<file path="src/rtl/seg7_scan_mux_if.sv">
// Bus between the BCD producer and the 4-digit scanner.
// master: drives the packed BCD value and its strobe, observes the scan outputs.
// slave:  the scanner itself.
interface seg7_scan_mux_if;
    logic [15:0] bcd_in;
    logic        bcd_valid;
    logic [3:0]  q_out;
    logic [3:0]  anode;
    logic [1:0]  digit_sel;
    logic        frame_tick;

    modport master (
        output bcd_in,
        output bcd_valid,
        input  q_out,
        input  anode,
        input  digit_sel,
        input  frame_tick
    );

    modport slave (
        input  bcd_in,
        input  bcd_valid,
        output q_out,
        output anode,
        output digit_sel,
        output frame_tick
    );
endinterface

</file>
<file path="src/rtl/seg7_scan_mux.sv">
// seg7_scan_mux: time-multiplexed 4-digit scanner feeding one BCD->7-segment decoder.
// A prescaler splits time into digit slots; each slot starts with a short all-anodes-off
// guard to avoid ghosting. Incoming values land in a shadow register and are promoted to
// the display register only at a frame boundary, so a frame never shows a torn value.
// Optional feature: define SEG7_LZ_BLANK_EN for leading-zero suppression on digits 3..1.
module seg7_scan_mux #(
    parameter int REFRESH_DIV  = 100000,
    parameter int BLANK_CYCLES = 1000
) (
    input  logic           clk,
    input  logic           rst_n,
    seg7_scan_mux_if.slave bus
);

    localparam int              CW      = (REFRESH_DIV > 1) ? $clog2(REFRESH_DIV) : 1;
    localparam logic [CW-1:0]   CNT_MAX = CW'(REFRESH_DIV - 1);
    localparam logic [31:0]     BLANK_U = 32'(BLANK_CYCLES);

    logic [CW-1:0] cnt_q, cnt_d;
    logic [1:0]    digit_sel_q, digit_sel_d;
    logic [15:0]   disp_q, disp_d;
    logic [15:0]   shadow_q, shadow_d;
    logic          pending_q, pending_d;
    logic [3:0]    q_out_q, q_out_d;
    logic [3:0]    anode_q, anode_d;
    logic          frame_tick_q, frame_tick_d;

    logic          cnt_wrap;
    logic          frame_end;
    logic          guard_done;
    logic [3:0]    blank_d;

    // Prescaler and digit stepping; the 3->0 wrap of the digit index is the frame boundary.
    always_comb begin
        cnt_wrap    = (cnt_q == CNT_MAX);
        frame_end   = cnt_wrap && (digit_sel_q == 2'd3);
        cnt_d       = cnt_wrap ? '0 : cnt_q + CW'(1);
        digit_sel_d = cnt_wrap ? digit_sel_q + 2'd1 : digit_sel_q;
    end

    // Double buffering: a strobe on the boundary cycle bypasses the shadow register.
    always_comb begin
        disp_d    = disp_q;
        shadow_d  = shadow_q;
        pending_d = pending_q;
        if (frame_end) begin
            if (bus.bcd_valid) begin
                disp_d    = bus.bcd_in;
                shadow_d  = bus.bcd_in;
                pending_d = 1'b0;
            end else if (pending_q) begin
                disp_d    = shadow_q;
                pending_d = 1'b0;
            end
        end else if (bus.bcd_valid) begin
            shadow_d  = bus.bcd_in;
            pending_d = 1'b1;
        end
    end

    // Per-digit blanking mask derived from the value about to be displayed.
    always_comb begin
`ifdef SEG7_LZ_BLANK_EN
        blank_d[3] = (disp_d[15:12] == 4'd0);
        blank_d[2] = (disp_d[15:8]  == 8'd0);
        blank_d[1] = (disp_d[15:4]  == 12'd0);
        blank_d[0] = 1'b0;
`else
        blank_d    = 4'b0000;
`endif
    end

    // Output values from next-state signals so nibble, anode and index stay aligned.
    always_comb begin
        case (digit_sel_d)
            2'd0:    q_out_d = disp_d[3:0];
            2'd1:    q_out_d = disp_d[7:4];
            2'd2:    q_out_d = disp_d[11:8];
            default: q_out_d = disp_d[15:12];
        endcase
        guard_done = (32'(cnt_d) >= BLANK_U);
        anode_d    = 4'b1111;
        for (int i = 0; i < 4; i++) begin
            if ((digit_sel_d == 2'(i)) && guard_done && !blank_d[i]) begin
                anode_d[i] = 1'b0;
            end
        end
        frame_tick_d = (cnt_d == '0) && (digit_sel_d == 2'd0);
    end

    // State and output registers with synchronous active-low reset.
    always_ff @(posedge clk) begin
        if (!rst_n) begin
            cnt_q        <= '0;
            digit_sel_q  <= 2'd0;
            disp_q       <= 16'h0000;
            shadow_q     <= 16'h0000;
            pending_q    <= 1'b0;
            q_out_q      <= 4'd0;
            anode_q      <= 4'b1111;
            frame_tick_q <= 1'b0;
        end else begin
            cnt_q        <= cnt_d;
            digit_sel_q  <= digit_sel_d;
            disp_q       <= disp_d;
            shadow_q     <= shadow_d;
            pending_q    <= pending_d;
            q_out_q      <= q_out_d;
            anode_q      <= anode_d;
            frame_tick_q <= frame_tick_d;
        end
    end

    assign bus.q_out      = q_out_q;
    assign bus.anode      = anode_q;
    assign bus.digit_sel  = digit_sel_q;
    assign bus.frame_tick = frame_tick_q;

endmodule
</file>
<file path="src/flat_wrapper.sv">
// flat-port wrapper written by rule: the top's interface ports become plain ports
module seg7_scan_mux_flat 
#(
    parameter int REFRESH_DIV  = 100000,
    parameter int BLANK_CYCLES = 1000
)
  (clk, rst_n, bus_bcd_in, bus_bcd_valid, bus_q_out, bus_anode, bus_digit_sel, bus_frame_tick);
  seg7_scan_mux_if bus_i ();
  input  logic clk;
  input  logic rst_n;
  input wire logic [$bits(bus_i.bcd_in)-1:0] bus_bcd_in;
  input wire logic [$bits(bus_i.bcd_valid)-1:0] bus_bcd_valid;
  output wire logic [$bits(bus_i.q_out)-1:0] bus_q_out;
  output wire logic [$bits(bus_i.anode)-1:0] bus_anode;
  output wire logic [$bits(bus_i.digit_sel)-1:0] bus_digit_sel;
  output wire logic [$bits(bus_i.frame_tick)-1:0] bus_frame_tick;
  assign bus_i.bcd_in = bus_bcd_in;
  assign bus_i.bcd_valid = bus_bcd_valid;
  assign bus_q_out = bus_i.q_out;
  assign bus_anode = bus_i.anode;
  assign bus_digit_sel = bus_i.digit_sel;
  assign bus_frame_tick = bus_i.frame_tick;
  seg7_scan_mux #(.REFRESH_DIV(REFRESH_DIV), .BLANK_CYCLES(BLANK_CYCLES)) u_core (.clk(clk), .rst_n(rst_n), .bus(bus_i));
endmodule
</file>
<file path="config.mk">
export PLATFORM = sky130hd
export DESIGN_NAME = seg7_scan_mux_flat
export DESIGN_NICKNAME = d
export VERILOG_FILES = /design/src/rtl/seg7_scan_mux_if.sv /design/src/rtl/seg7_scan_mux.sv /design/src/flat_wrapper.sv
export SDC_FILE = /design/constraint.sdc
export NUM_CORES = 1
export LEC_CHECK = 0
export ABC_CLOCK_PERIOD_IN_PS = 2250
export CAP_MARGIN = 20
export CORE_ASPECT_RATIO = 1.5
export CORE_UTILIZATION = 52
export DETAILED_ROUTE_END_ITERATION = 8
export PLACE_DENSITY = 0.76
export SLEW_MARGIN = 30
export SYNTH_ARGS = -nofsm -noshare
export SYNTH_HDL_FRONTEND = slang
export SYNTH_SLANG_ARGS = --single-unit
</file>
<file path="constraint.sdc">
create_clock -name clk -period 2.25 [get_ports clk]
set_input_delay 0.45 -clock clk [delete_from_list [all_inputs] [get_ports clk]]
set_output_delay 0.45 -clock clk [all_outputs]
set_load 0.02 [all_outputs]
</file>
==> impl_metrics.csv <==
group,metric,value,unit
yosys,synth.area.top_cells,"sky130_fd_sc_hd__dfxtp_1 (38%), sky130_fd_sc_hd__nor2_1 (5.8%), sky130_fd_sc_hd__mux2i_1 (4.4%), sky130_fd_sc_hd__nand2_1 (4.1%), sky130_fd_sc_hd__nand3_1 (3.8%)",
drt,first_pass_iters,6,
sta,timing.slew.headroom,0.743,
global_routing,pin_count_of_the_biggest_net_entering_global_routing,28,
floorplanning,site_row_count,34,
drt,route.detailed.vias_per_inst,6.13,
power_and_ir_drop,peakVddDrop,0.508,mV
power_and_ir_drop,switch_pwr,0.561,mW
cts,cts_tree,"done",
critical_path,critical_path.max_fanout,6,
sta,max_freq,0.460,GHz
finish,multi_input_area,1920,um^2
sta,post-route-worst-setup-slack,0.0759,ns
placed_design,post-place-cells,511,
critical_path,timing_worst_setup_path_type,"flop to flop",
yosys,synth-seq-cells,61,
power_and_ir_drop,power_frac_comb,0.079,
finish,fin_nets,485,
yosys,yosys_synthesis_warning_count,0,
sta,clock-skew-final,0.0118,ns
global_routing,grtUsageTotal,0.305,
yosys,synthMostInstantiatedCell,"sky130_fd_sc_hd__dfxtp_1",
cts,cts_buffer_depth,2,
finish,final_cell_area,4210,um^2
critical_path,critPathArrivalTime,2.42,ns
placed_design,placedInstanceArea,3810,um^2
cts,clk_pin_slew,0.07,ns
finish,post-route-util,0.716,
placed_design,io_buffers,29,
critical_path,setup.worst_path.start,"u_core.cnt_q[11]$_SDFF_PN0_",
critical_path,crit-reg2reg-launch,"u_core.cnt_q[11]$_SDFF_PN0_",
floorplanning,design.portCount,30,
yosys,synth_largest_area_cell,"sky130_fd_sc_hd__dfxtp_1",
finish,post_route_cells_drive_above_1_share,0.215,
global_routing,overflow,0,
drt,routed_wire_length_per_instance,17.9,um
cts,root_buffer,"sky130_fd_sc_hd__clkbuf_8",
yosys,syn_inst,389,
critical_path,crit_path_end_kind,"flop",
floorplanning,fp.dieH,97.8,um
placed_design,dp_hpwl,6.75,mm
floorplanning,design.core.area,5870,um^2
finish,area_occupied_by_registers,1220,um^2
finish,synthToLayoutAreaGrowth,32.2,%
drt,vias,3319,
placed_design,place.gp.congestion,0.969,
min_path,holdCritPathClass,"flop to flop",
floorplanning,fp.dieW,65.9,um
drt,initialDrtViolationCount,274,
yosys,synthesis.nets,410,
global_routing,grt_pass1_wl,15.0,mm
power_and_ir_drop,internal_power_contribution,1.73,mW
power_and_ir_drop,switching_share,0.245,
floorplanning,start_util,0.542,
sta,setup_total_negative_slack,0,ns
yosys,synth.avg_cell_area,8.18,um^2
global_routing,number_of_global_route_vias_before_repair,3229,
cts,tritoncts_num_sinks,61,
drt,finalWirelength,9.67,mm
flow_run,max_cap_viol_count,0,
cts,cts_inserted_buffers,9,
sta,report.final.slew_viol_count,0,
sta,finalCritPeriodShare,0.966,
finish,filler_cell_count,466,
yosys,synth_top_flop_cell,"sky130_fd_sc_hd__dfxtp_1",
floorplanning,die_area,6440,um^2
critical_path,critical_path_required,2.49,ns
placed_design,pre_cts_slack,-0.0691,ns
drt,drt_drc_violations_left,0,
drt,drtAntennaViolNets,0,
sta,tightest_slew,0.385,ns
power_and_ir_drop,p_leak,1.61,nW
yosys,synth-seq-area-share,0.384,
run_status,status,"completed",
power_and_ir_drop,clockPowerShare,0.433,
yosys,synthesis.area,3180,um^2
yosys,synth_edf_count,0,
yosys,synth_common_cells,"sky130_fd_sc_hd__dfxtp_1 (61), sky130_fd_sc_hd__nor2_1 (49), sky130_fd_sc_hd__nand2_1 (35), sky130_fd_sc_hd__nand3_1 (24), sky130_fd_sc_hd__a21oi_1 (19)",
cts,h-tree-depth,3,
yosys,yosysTopAreaCellShare,0.384,
power_and_ir_drop,cellPowerDensity,544,nW/um^2
power_and_ir_drop,seqPwrFrac,0.488,
sta,setup_viol,0,
critical_path,crit_path_start_kind,"flop",
finish,n_antenna_cell,0,
sta,period_minus_slack,2.17,ns
cts,clock_insertion_delay_worst_skew,0.35,ns
sta,timing.final.hold_violations,0,
min_path,worstHoldStart,"u_core.shadow_q[7]$_SDFFE_PN0P_",
yosys,synth-async-reset-ratio,0,
yosys,netlist-cell-type-count,54,
global_routing,antenna_violations_before_repair,0,
finish,instances_no_fill,541,
[power by group through the flow]
stage	logic [mW]	clock network [mW]	registers (mW)
3_5_place_dp	0.172	0	1.14
4_1_cts	0.175	1.00	1.12
3_3_place_gp	0.169	0	1.14
2_1_floorplan	0.0880	0	1.14
6_report	0.180	0.990	1.12
5_1_grt	0.193	1.05	1.12
[metrics by stage]
stage / total power [mW] / hold WS (ns)
2_1_floorplan: 1.23 / 0.430
4_1_cts: 2.29 / 0.468
3_5_place_dp: 1.31 / 0.458
5_1_grt: 2.36 / 0.491
3_3_place_gp: 1.31 / 0.448
6_report: 2.29 / 0.469
[registers in the layout (all words and copies together) (netlist names)]
signal	cells
u_core.bus.digit_sel	2
u_core.disp_q	16
u_core.bus.q_out	4
u_core.cnt_q	17
u_core.bus.frame_tick	1
u_core.pending_q	1
u_core.shadow_q	16
u_core.bus.anode	4
[layout by cell type (no fill, tap or decap), types with 4 or more instances in the layout]
cell	n
sky130_fd_sc_hd__nor3b_1	4
sky130_fd_sc_hd__o221ai_1	4
sky130_fd_sc_hd__nor3_1	11
sky130_fd_sc_hd__o21ai_0	10
sky130_fd_sc_hd__o21a_1	4
sky130_fd_sc_hd__and3_1	13
sky130_fd_sc_hd__buf_4	56
sky130_fd_sc_hd__xnor2_1	8
sky130_fd_sc_hd__clkbuf_8	10
sky130_fd_sc_hd__nand2_1	34
sky130_fd_sc_hd__and4_1	4
sky130_fd_sc_hd__dfxtp_1	59
sky130_fd_sc_hd__nor4_1	5
sky130_fd_sc_hd__xor2_1	8
sky130_fd_sc_hd__mux2i_1	14
sky130_fd_sc_hd__inv_1	6
sky130_fd_sc_hd__clkdlybuf4s50_1	29
sky130_fd_sc_hd__o22ai_1	8
sky130_fd_sc_hd__nand4_1	9
sky130_fd_sc_hd__nor2_1	49
sky130_fd_sc_hd__and2_1	6
sky130_fd_sc_hd__o22a_1	5
sky130_fd_sc_hd__a21oi_1	19
sky130_fd_sc_hd__nand3_1	22
[layout make-up]
class	count	area share
tap	72	0.0214
clock buffer	10	0.0327
sequential	61	0.291
multi-input combinational	297	0.456
timing repair buffer	88	0.178
inverter	7	0.00625
clock inverter	6	0.0146
[cells by family (layout without fill, tap and decap cells)]
family / count (synthesis) / after routing / synth area share
multiplexers: 17 / 17 / 0.0547
XOR/XNOR: 16 / 16 / 0.0440
flip-flops: 61 / 61 / 0.384
adder cells (fa/ha/maj): 2 / 2 / 0.00786
AO/OA/AOI/OAI: 80 / 80 / 0.170
buffers and inverters: 31 / 111 / 0.0401
AND/OR/NAND/NOR: 182 / 182 / 0.300
[worst max-delay path, stage by stage (launching register included)]
cell and delay (ns):
sky130_fd_sc_hd__dfxtp_1 0.33, sky130_fd_sc_hd__nor4_4 0.34, sky130_fd_sc_hd__and3_4 0.24, sky130_fd_sc_hd__nand4_1 0.15, sky130_fd_sc_hd__buf_6 0.19, sky130_fd_sc_hd__buf_2 0.17, sky130_fd_sc_hd__o22ai_2 0.16, sky130_fd_sc_hd__nand3b_1 0.13
sky130_fd_sc_hd__o211ai_1 0.10, sky130_fd_sc_hd__o221a_2 0.26
[path summary, 6_finish.rpt]
kind / to / slack, ns / cells after the start
max reg2reg: u_core.bus.q_out[0]$_SDFF_PN0_ / 0.08 / 9
min: u_core.shadow_q[7]$_SDFFE_PN0P_ / 0.47 / 2
min reg2reg: u_core.shadow_q[7]$_SDFFE_PN0P_ / 0.47 / 2
max: u_core.bus.q_out[0]$_SDFF_PN0_ / 0.08 / 9
[layer usage]
metal / share of wire / track usage
met5: 0 / 0
met4: 0.040 / 0.179
met3: 0.052 / 0.0643
met2: 0.53 / 0.522
met1: 0.37 / 0.335
[repair_timing]
item | 4_1_cts | 5_1_grt
hold buffers | 0 | 0
gates resized for setup | 3 | 19
gates cloned | 0 | 0
pin swaps | 1 | 12
setup endpoints to repair | 1 | 9
setup buffers | 0 | 14
endpoints found under the hold margin | 0 | 0
Power figures use the tool's default switching activity.
